[src/rtl/ddr_cmd_sched_if.sv]
// Request/operation handshake bundle between the AXI-side address
// channels, the operation scheduler and the DDR command engine.
interface ddr_cmd_sched_if #(
    parameter int ADDR_W = 26
);
    logic              awvalid;
    logic              awready;
    logic [ADDR_W-1:0] awaddr;
    logic [7:0]        awlen;
    logic              arvalid;
    logic              arready;
    logic [ADDR_W-1:0] araddr;
    logic [7:0]        arlen;
    logic              op_valid;
    logic              op_ready;
    logic [1:0]        op_type;
    logic [ADDR_W-1:0] op_addr;
    logic [7:0]        op_len;
    logic              op_done;

    modport master (
        output awvalid, awaddr, awlen,
        output arvalid, araddr, arlen,
        output op_ready, op_done,
        input  awready, arready,
        input  op_valid, op_type, op_addr, op_len
    );

    modport slave (
        input  awvalid, awaddr, awlen,
        input  arvalid, araddr, arlen,
        input  op_ready, op_done,
        output awready, arready,
        output op_valid, op_type, op_addr, op_len
    );
endinterface

[src/rtl/ddr_cmd_sched.sv]
// One-at-a-time write/read/refresh operation scheduler with refresh debt.
// Optional DDR_SCHED_STATS_EN adds saturating per-type accept counters.
module ddr_cmd_sched #(
    parameter int BA_BITS    = 2,
    parameter int ROW_BITS   = 13,
    parameter int COL_BITS   = 11,
    parameter int DQ_LEVEL   = 1,
    parameter int TREFI      = 780,
    parameter int REF_URGENT = 4
) (
    input  logic       core_clk,
    input  logic       core_rst,
    ddr_cmd_sched_if.slave bus,
    output logic [3:0] ref_debt
`ifdef DDR_SCHED_STATS_EN
    ,
    output logic [15:0] stat_wr,
    output logic [15:0] stat_rd,
    output logic [15:0] stat_ref
`endif
);
    localparam int AW = BA_BITS + ROW_BITS + COL_BITS + DQ_LEVEL - 1;
    localparam int TW = $clog2(TREFI);

    localparam logic [1:0] OP_NONE = 2'd0;
    localparam logic [1:0] OP_WR   = 2'd1;
    localparam logic [1:0] OP_RD   = 2'd2;
    localparam logic [1:0] OP_REF  = 2'd3;

    localparam logic [3:0]    DEBT_MAX = 4'd8;
    localparam logic [3:0]    URGENT   = 4'(REF_URGENT);
    localparam logic [TW-1:0] RELOAD   = TW'(TREFI - 1);

    typedef enum logic [1:0] {
        IDLE,
        ISSUE,
        BUSY
    } state_t;

    state_t        state;
    logic [TW-1:0] tmr;
    logic          tick;
    logic          op_acc;
    logic          ref_acc;
    logic          last_rd;
    logic          urgent;
    logic          rw_req;
    logic          pick_wr;
    logic          granting;
    logic          ref_want;

    assign tick     = (tmr == '0);
    assign op_acc   = bus.op_valid & bus.op_ready;
    assign ref_acc  = op_acc & (bus.op_type == OP_REF);
    assign urgent   = (ref_debt >= URGENT);
    assign rw_req   = bus.awvalid | bus.arvalid;
    assign pick_wr  = bus.awvalid & (~bus.arvalid | last_rd);
    assign granting = bus.awready | bus.arready;
    assign ref_want = urgent | (~rw_req & (ref_debt != 4'd0));

    always_ff @(posedge core_clk or posedge core_rst) begin
        if (core_rst) begin
            tmr <= RELOAD;
        end else if (tick) begin
            tmr <= RELOAD;
        end else begin
            tmr <= tmr - 1'b1;
        end
    end

    // A tick and a refresh accept in the same cycle cancel out.
    always_ff @(posedge core_clk or posedge core_rst) begin
        if (core_rst) begin
            ref_debt <= 4'd0;
        end else if (tick && !ref_acc) begin
            if (ref_debt != DEBT_MAX) begin
                ref_debt <= ref_debt + 4'd1;
            end
        end else if (!tick && ref_acc) begin
            if (ref_debt != 4'd0) begin
                ref_debt <= ref_debt - 4'd1;
            end
        end
    end

    always_ff @(posedge core_clk or posedge core_rst) begin
        if (core_rst) begin
            state        <= IDLE;
            bus.awready  <= 1'b0;
            bus.arready  <= 1'b0;
            bus.op_valid <= 1'b0;
            bus.op_type  <= OP_NONE;
            bus.op_addr  <= {AW{1'b0}};
            bus.op_len   <= 8'd0;
            last_rd      <= 1'b1;
        end else begin
            bus.awready <= 1'b0;
            bus.arready <= 1'b0;
            unique case (state)
                IDLE: begin
                    // The ready pulse cycle is still IDLE; no new decision.
                    if (granting) begin
                        bus.op_valid <= 1'b1;
                        bus.op_type  <= bus.awready ? OP_WR : OP_RD;
                        state        <= ISSUE;
                    end else if (ref_want) begin
                        bus.op_valid <= 1'b1;
                        bus.op_type  <= OP_REF;
                        bus.op_addr  <= {AW{1'b0}};
                        bus.op_len   <= 8'd0;
                        state        <= ISSUE;
                    end else if (rw_req) begin
                        if (pick_wr) begin
                            bus.awready <= 1'b1;
                            bus.op_addr <= bus.awaddr;
                            bus.op_len  <= bus.awlen;
                            last_rd     <= 1'b0;
                        end else begin
                            bus.arready <= 1'b1;
                            bus.op_addr <= bus.araddr;
                            bus.op_len  <= bus.arlen;
                            last_rd     <= 1'b1;
                        end
                    end
                end
                ISSUE: begin
                    if (bus.op_ready) begin
                        bus.op_valid <= 1'b0;
                        bus.op_type  <= OP_NONE;
                        state        <= BUSY;
                    end
                end
                BUSY: begin
                    if (bus.op_done) begin
                        state <= IDLE;
                    end
                end
                default: begin
                    state <= IDLE;
                end
            endcase
        end
    end

`ifdef DDR_SCHED_STATS_EN
    always_ff @(posedge core_clk or posedge core_rst) begin
        if (core_rst) begin
            stat_wr  <= 16'd0;
            stat_rd  <= 16'd0;
            stat_ref <= 16'd0;
        end else if (op_acc) begin
            unique case (1'b1)
                (bus.op_type == OP_WR): begin
                    if (stat_wr != 16'hFFFF) begin
                        stat_wr <= stat_wr + 16'd1;
                    end
                end
                (bus.op_type == OP_RD): begin
                    if (stat_rd != 16'hFFFF) begin
                        stat_rd <= stat_rd + 16'd1;
                    end
                end
                (bus.op_type == OP_REF): begin
                    if (stat_ref != 16'hFFFF) begin
                        stat_ref <= stat_ref + 16'd1;
                    end
                end
                default: begin
                end
            endcase
        end
    end
`endif
endmodule

[src/flat_wrapper.sv]
// flat-port wrapper written by rule: the top's interface ports become plain ports
module ddr_cmd_sched_flat 
#(
    parameter int BA_BITS    = 2,
    parameter int ROW_BITS   = 13,
    parameter int COL_BITS   = 11,
    parameter int DQ_LEVEL   = 1,
    parameter int TREFI      = 780,
    parameter int REF_URGENT = 4
)
  (core_clk, core_rst, ref_debt, bus_awvalid, bus_awaddr, bus_awlen, bus_arvalid, bus_araddr, bus_arlen, bus_op_ready, bus_op_done, bus_awready, bus_arready, bus_op_valid, bus_op_type, bus_op_addr, bus_op_len);
  ddr_cmd_sched_if #(.ADDR_W((26))) bus_i ();
  input  logic core_clk;
  input  logic core_rst;
  output logic [3:0] ref_debt;
  input wire logic [$bits(bus_i.awvalid)-1:0] bus_awvalid;
  input wire logic [$bits(bus_i.awaddr)-1:0] bus_awaddr;
  input wire logic [$bits(bus_i.awlen)-1:0] bus_awlen;
  input wire logic [$bits(bus_i.arvalid)-1:0] bus_arvalid;
  input wire logic [$bits(bus_i.araddr)-1:0] bus_araddr;
  input wire logic [$bits(bus_i.arlen)-1:0] bus_arlen;
  input wire logic [$bits(bus_i.op_ready)-1:0] bus_op_ready;
  input wire logic [$bits(bus_i.op_done)-1:0] bus_op_done;
  output wire logic [$bits(bus_i.awready)-1:0] bus_awready;
  output wire logic [$bits(bus_i.arready)-1:0] bus_arready;
  output wire logic [$bits(bus_i.op_valid)-1:0] bus_op_valid;
  output wire logic [$bits(bus_i.op_type)-1:0] bus_op_type;
  output wire logic [$bits(bus_i.op_addr)-1:0] bus_op_addr;
  output wire logic [$bits(bus_i.op_len)-1:0] bus_op_len;
  assign bus_i.awvalid = bus_awvalid;
  assign bus_i.awaddr = bus_awaddr;
  assign bus_i.awlen = bus_awlen;
  assign bus_i.arvalid = bus_arvalid;
  assign bus_i.araddr = bus_araddr;
  assign bus_i.arlen = bus_arlen;
  assign bus_i.op_ready = bus_op_ready;
  assign bus_i.op_done = bus_op_done;
  assign bus_awready = bus_i.awready;
  assign bus_arready = bus_i.arready;
  assign bus_op_valid = bus_i.op_valid;
  assign bus_op_type = bus_i.op_type;
  assign bus_op_addr = bus_i.op_addr;
  assign bus_op_len = bus_i.op_len;
  ddr_cmd_sched #(.BA_BITS(BA_BITS), .ROW_BITS(ROW_BITS), .COL_BITS(COL_BITS), .DQ_LEVEL(DQ_LEVEL), .TREFI(TREFI), .REF_URGENT(REF_URGENT)) u_core (.core_clk(core_clk), .core_rst(core_rst), .bus(bus_i), .ref_debt(ref_debt));
endmodule
[config.mk]
export PLATFORM = sky130hd
export DESIGN_NAME = ddr_cmd_sched_flat
export DESIGN_NICKNAME = d
export VERILOG_FILES = /design/src/rtl/ddr_cmd_sched_if.sv /design/src/rtl/ddr_cmd_sched.sv /design/src/flat_wrapper.sv
export SDC_FILE = /design/constraint.sdc
export NUM_CORES = 1
export LEC_CHECK = 0
export ABC_AREA = 1
export CORE_MARGIN = 5
export CORE_UTILIZATION = 46
export CTS_BUF_LIST = sky130_fd_sc_hd__clkbuf_8
export DETAILED_ROUTE_END_ITERATION = 8
export PLACE_DENSITY_LB_ADDON = 0.15
export SLEW_MARGIN = 0
export SYNTH_ARGS = -nofsm -noshare
export SYNTH_HDL_FRONTEND = slang
export SYNTH_SLANG_ARGS = --single-unit
[constraint.sdc]
create_clock -name core_clk -period 4.15 [get_ports core_clk]
set_input_delay 0.6225 -clock core_clk [delete_from_list [all_inputs] [get_ports core_clk]]
set_output_delay 0.6225 -clock core_clk [all_outputs]
set_load 0.05 [all_outputs]
Word-level counts from Yosys, hierarchy flattened
Index checks and enable logic that the tools add are counted.
Storage, ports and cells
  bits of input ports: 74
  register bits after elaboration: 56
  word-level logic and storage cells: 85
  output and inout bits: 43
Operators by class
  bitwise logic cells: 12
  multiplexer cells: 35
  reduce and logical (&&, ||, !) cells: 16
  $lt $le $gt $ge: 1
  add/subtract/negate cells: 3
  equal/unequal tests: 8
Operators with widths (number)
  two-way mux 26 bit: 3
  two-way mux 8 bit: 3
  two-way mux 2 bit: 8
  two-way mux 4 bit: 4
  two-way mux 1 bit: 13
  AND reduction 3 bit: 4
  logical NOT 10 bit: 1
  two-way mux 10 bit: 1
  subtractor 10 x 1 -> 10 bit, second input constant: 1
  nonzero test 2 bit: 4
  inequality test 2 bit, second input constant: 3
  one-hot mux 2 bit (3 select lines): 1
  adder 4 x 1 -> 4 bit, second input constant: 1
  AND 1 bit: 4
  == test 2 bit, second input constant: 2
  >= comparator 4 x 3 -> 1 bit, second input constant: 1
  inequality test 4 bit, second input constant: 1
  inverter 1 bit: 4
  bitwise OR 1 bit: 4
  one-hot mux 2 bit (2 select lines): 1
  AND reduction 4 bit: 1
  nonzero test 4 bit: 1
  subtractor 4 x 1 -> 4 bit, second input constant: 1
  inequality test 3 x 1 -> 1 bit, second input constant: 1
  5 further kinds: 7

Depth between registers and ports, before layout
  depth in word-level cells: 8
  gate-level depth with buffers: 15
  depth with buffers taken out: 15

Least setup slack after synthesis
No wires, ideal clock.
  kind: register -> register
  start point: register u_core.tmr[0]
  end point: register u_core.ref_debt[2]
  data required time: 4022 ps
  data arrival time: 1959 ps
  library setup time: 128 ps
  period minus slack after synthesis: 2087 ps
  cell stages (with the launch flop): 13
  slack: 2063 ps
  path through: dfstp_2 > inv_1 > ha_1 > nand4_1 > nor2_2 > ha_1 > inv_1 > nand2_1 > and2_1 > ha_1 > a21oi_1 > xor2_1 > o21ai_0
Between the ends
  cells in the longest elaborated chain, start to end: 5
Ends and longest elaborated chain
  start: declaration: RTL line ddr_cmd_sched.sv:41  | logic [TW-1:0] tmr;
  start signal: assignment: RTL line ddr_cmd_sched.sv:67  | tmr <= tmr - 1'b1;
  logical NOT 10 bit *: RTL line ddr_cmd_sched.sv:52  | assign tick = (tmr == '0);
  logical NOT 1 bit: RTL line ddr_cmd_sched.sv:79  | end else if (!tick && ref_acc) begin
  logical AND 1 bit: RTL line ddr_cmd_sched.sv:79
  nonzero test 2 bit (no source line)
  AND reduction 3 bit (no source line)
  end signal: assignment: RTL line ddr_cmd_sched.sv:77  | ref_debt <= ref_debt + 4'd1;
  end signal: assignment: RTL line ddr_cmd_sched.sv:81  | ref_debt <= ref_debt - 4'd1;
  end: declaration: RTL line ddr_cmd_sched.sv:14  | output logic [3:0] ref_debt
Every way passes the cells marked *; elsewhere a longest branch is shown, timed or not.
A chain may end at the register's enable or synchronous reset.

Worst setup path after layout
  start point: input bus_awvalid
  end point: register u_core.bus.op_addr[19]
Between the ends
  cells in the longest elaborated chain, start to end: 6
Ends and longest elaborated chain
  start: declaration: RTL line flat_wrapper.sv:16  | input wire logic [$bits(bus_i.awvalid)-1:0] bus_awvalid;
  bitwise OR 1 bit: RTL line ddr_cmd_sched.sv:56  | assign rw_req = bus.awvalid | bus.arvalid;
  inverter 1 bit: RTL line ddr_cmd_sched.sv:59  | assign ref_want = urgent | (~rw_req & (ref_debt != 4'd0));
  AND 1 bit: RTL line ddr_cmd_sched.sv:59
  bitwise OR 1 bit: RTL line ddr_cmd_sched.sv:59
  nonzero test 2 bit (no source line)
  AND reduction 3 bit (no source line)
  end signal: assignment: RTL line ddr_cmd_sched.sv:93  | bus.op_addr <= {AW{1'b0}};
  end signal: assignment: RTL line ddr_cmd_sched.sv:109  | bus.op_addr <= {AW{1'b0}};
  end signal: assignment: RTL line ddr_cmd_sched.sv:115  | bus.op_addr <= bus.awaddr;
  end: declaration: RTL line ddr_cmd_sched_if.sv:34  | output op_valid, op_type, op_addr, op_len
Several ways; a longest one is shown, not always the timed one. The select of a mux whose other input is x is not followed.

==> flow_metrics.env <==
export IMPL_status="complete, no violations"
export IMPL_synth_common_cells="208 x nand2_1, 50 x dfrtp_1, 46 x nand3_1"
export IMPL_die_area_um2=8179
export IMPL_ys_async_sr_fraction=1.000
export IMPL_r2r_slack_ns=1.79
export IMPL_synth_fa_ha_area_frac=0.02522
export IMPL_cts_max_level=2
export IMPL_dr_pass1_iters=4
export IMPL_slew_limit_headroom=0.3820
export IMPL_place_ws_ns=1.265
export IMPL_yosys_warnings=0
export IMPL_max_freq_mhz=395.4
export IMPL_r2r_cells=13
export IMPL_cpPeakStageDelay_ns=0.52
export IMPL_r2r_start="u_core.tmr[6]"
export IMPL_worstPathMaxFanout=35
export IMPL_grt_busiest_layer="met2"
export IMPL_die_x_um=90.44
export IMPL_cts_buffer_depth=2
export IMPL_min_period_ns=2.529
export IMPL_overflow=0
export IMPL_clock_sinks=56
export IMPL_worst_slack_ns=1.621
export IMPL_r2r_end="u_core.ref_debt[3]"
export IMPL_whs_path_depth=1
export IMPL_grt_use_met2=0.3604
export IMPL_power_total_mw=2.668
export IMPL_crit_family="simple AND/OR/NAND/NOR gates"
export IMPL_grt_antenna_before_repair=0
export IMPL_antenna_left=0
export IMPL_holdCritStartpoint="u_core.tmr[0]"
export IMPL_tightest_slew_ns=0.9249
export IMPL_synth_compound_area_frac=0.03026
export IMPL_grt_met3_usage=0.05750
export IMPL_ys_flop_type="dfrtp_1"
export IMPL_synth_edff_count=0
export IMPL_drive_gt1_frac=0.04798
export IMPL_crit_path_frequent_cell="nand3_1"
export IMPL_row_count=29
export IMPL_clk_pin_slew_ns=0.09
export IMPL_cts_resized=0
export IMPL_placed_area_um2=4167
export IMPL_port_buffers=116
export IMPL_worst_setup_path_type="in2reg"
export IMPL_yosysMostFrequentCell="nand2_1"
export IMPL_finalSetupTns_ns=0
export IMPL_yosys_area_share_xor_xnor=0.02060
export IMPL_dp_hpwl_um=5855
export IMPL_fin_area_um2=4260
export IMPL_max_cap_viol_count=0
export IMPL_drc=0
export IMPL_syn_inst=410
export IMPL_powerDensity_nw_per_um2=626.2
export IMPL_core_area_um2=6314
export IMPL_postCtsSetupRepairBufs=0
export IMPL_worst_path_max_delay_cell="nand2_2"
export IMPL_first_iter_violations=119
export IMPL_post_drt_via_cell_ratio=4.763
export IMPL_cp_start_kind="primary input"
export IMPL_synth_area_per_cell_um2=7.260
export IMPL_grt_setup_unrepaired="no"
export IMPL_fin_skew_ns=0.003755
export IMPL_cellLeakagePower_nw=2.189
export IMPL_fin_nets=600
export IMPL_holdPathEnd="u_core.tmr[0]"
export IMPL_ys_ff_latch=56
export IMPL_chipHeight_um=90.44
export IMPL_syn_cell_area_um2=2977
export IMPL_first_global_vias=2865
export IMPL_cp_end_kind="flip-flop"
export IMPL_routed_wl_um=7895
export IMPL_synthTopCellsByArea="dfrtp_1 42%, nand2_1 26%, nand3_1 7.7%"
export IMPL_critical_path_buf_inv_count=2
export IMPL_vias=2848
export IMPL_worstPathCellList="clkdlybuf4s50_1, nor2_2, nand3_1, nand2_2, inv_2, nand3_1, nand2_1"
export IMPL_area_growth_pct=43.13
export IMPL_holdBufCountCts=0
export IMPL_peakVddDrop_mv=0.4017
export IMPL_cts_root_buf="clkbuf_8"
export IMPL_synth_top_family_by_area="simple AND/OR/NAND/NOR gates"
export IMPL_cts_buffers=5
export IMPL_cts_tree="yes"
export IMPL_required_ns=4.35
export IMPL_grt_use_met1=0.2241
export IMPL_final_hold_viol_count=0
export IMPL_start_util=0.4715
export IMPL_synthSimpleGateAreaFrac=0.3850
export IMPL_critPathArrivalTime_ns=2.73
export IMPL_synthDominantCellAreaShare=0.4203
export IMPL_wire_per_inst_um=13.20
export IMPL_synth_nets=490
export IMPL_min_path_type="reg2reg"
export IMPL_muxShareOfSynthArea=0
export IMPL_utilization=0.6748
export IMPL_grt_pass1_wl_um=13250
export IMPL_drv_slew=0
export IMPL_globalplace_congestion=0.8499
export IMPL_grt_max_degree=39
export IMPL_grt_usage=0.1961
export IMPL_fin_crit_sh=0.6095
export IMPL_yosysUniqueCellTypes=23
export IMPL_io_pins=117
export IMPL_netlist_top_cell_by_area="dfrtp_1"
export IMPL_synth_seq_area_share=0.4733
export IMPL_setup_viol=0
export IMPL_n_antenna_cell=0
export IMPL_insertion_delay_ns=0.30
-- area by class of cell --
| class | instances | area [um2] |
|---|---|---|
| clock buffers | 6 | 82.58 |
| clock inverters | 2 | 11.26 |
| fillers | 542 | 2053 |
| inverters | 30 | 112.6 |
| multi-input cells | 309 | 1373 |
| flip-flops and latches | 56 | 1409 |
| well taps | 77 | 96.34 |
| repair buffers | 118 | 1176 |
-- state kept, by name, indices dropped and copies added, names as in the netlist --
register	cells
u_core.bus.op_addr	26
u_core.ref_debt	4
u_core.bus.op_valid	1
u_core.tmr	10
u_core.bus.awready	1
u_core.bus.op_len	8
u_core.last_rd	1
u_core.bus.arready	1
u_core.state	2
u_core.bus.op_type	2
-- power by group --
| part | internal [mW] | switching, mW |
|---|---|---|
| Combinational | 0.480 | 1.06 |
| Sequential | 0.702 | 0.117 |
| Clock | 0.134 | 0.176 |
-- per-stage QoR --
step           std cells  hold WS (ns)
2_1_floorplan        410        0.4294
3_3_place_gp         590        0.4409
3_5_place_dp         590        0.4430
4_1_cts              598        0.4674
5_1_grt              598        0.5000
6_report             598        0.4627
-- worst register-to-register path, delay by kind of cell, from the launching register on --
family                     cells  cell delay, ns
and+or+nand+nor                9            1.11
adders and majority gates      2            0.63
buffers and inverters          2            0.14
DFF                            1            0.41
-- kinds of logic (layout without fill, tap and decap cells) --
group           after synthesis  count (layout)
xor+xnor                      7               7
simple gates                283             283
buf+inv                      45             156
flops                        56              56
compound gates               13              13
fa+ha+maj                     6               6
-- placed cells by master, fill, tap and decap left out, types with 2 or more instances in the layout --
cell type,instances
a21oi_1,4
ha_1,6
nor2_2,2
xnor2_1,3
nand3_1,46
o21ai_0,6
clkbuf_8,6
inv_1,27
inv_2,4
nand4_1,4
dfrtp_1,50
clkdlybuf4s50_1,116
dfstp_2,6
nor2_1,19
nand2_1,208
buf_4,2
xor2_1,4
-- how the worst max path moves through the flow --
stage / startpoint / end / slack (ns) / cells after the start
CTS: bus_awvalid / u_core.bus.op_addr[11] / 1.60 / 7
finish: bus_awvalid / u_core.bus.op_addr[19] / 1.62 / 7
floorplan: u_core.tmr[0] / u_core.ref_debt[2] / 2.06 / 12
global route: bus_awvalid / u_core.bus.op_addr[12] / 1.45 / 7
detailed placement: bus_awvalid / u_core.bus.op_addr[11] / 1.27 / 7
global placement: bus_awvalid / u_core.bus.op_addr[12] / 1.38 / 7
-- per-layer routing --
metal	routed length [um]	part of all wire
met1	3194	0.40
met3	542	0.069
met5	0	0
met2	4091	0.52
met4	67	0.0085
Note: power is estimated with default switching activity, not from simulation.
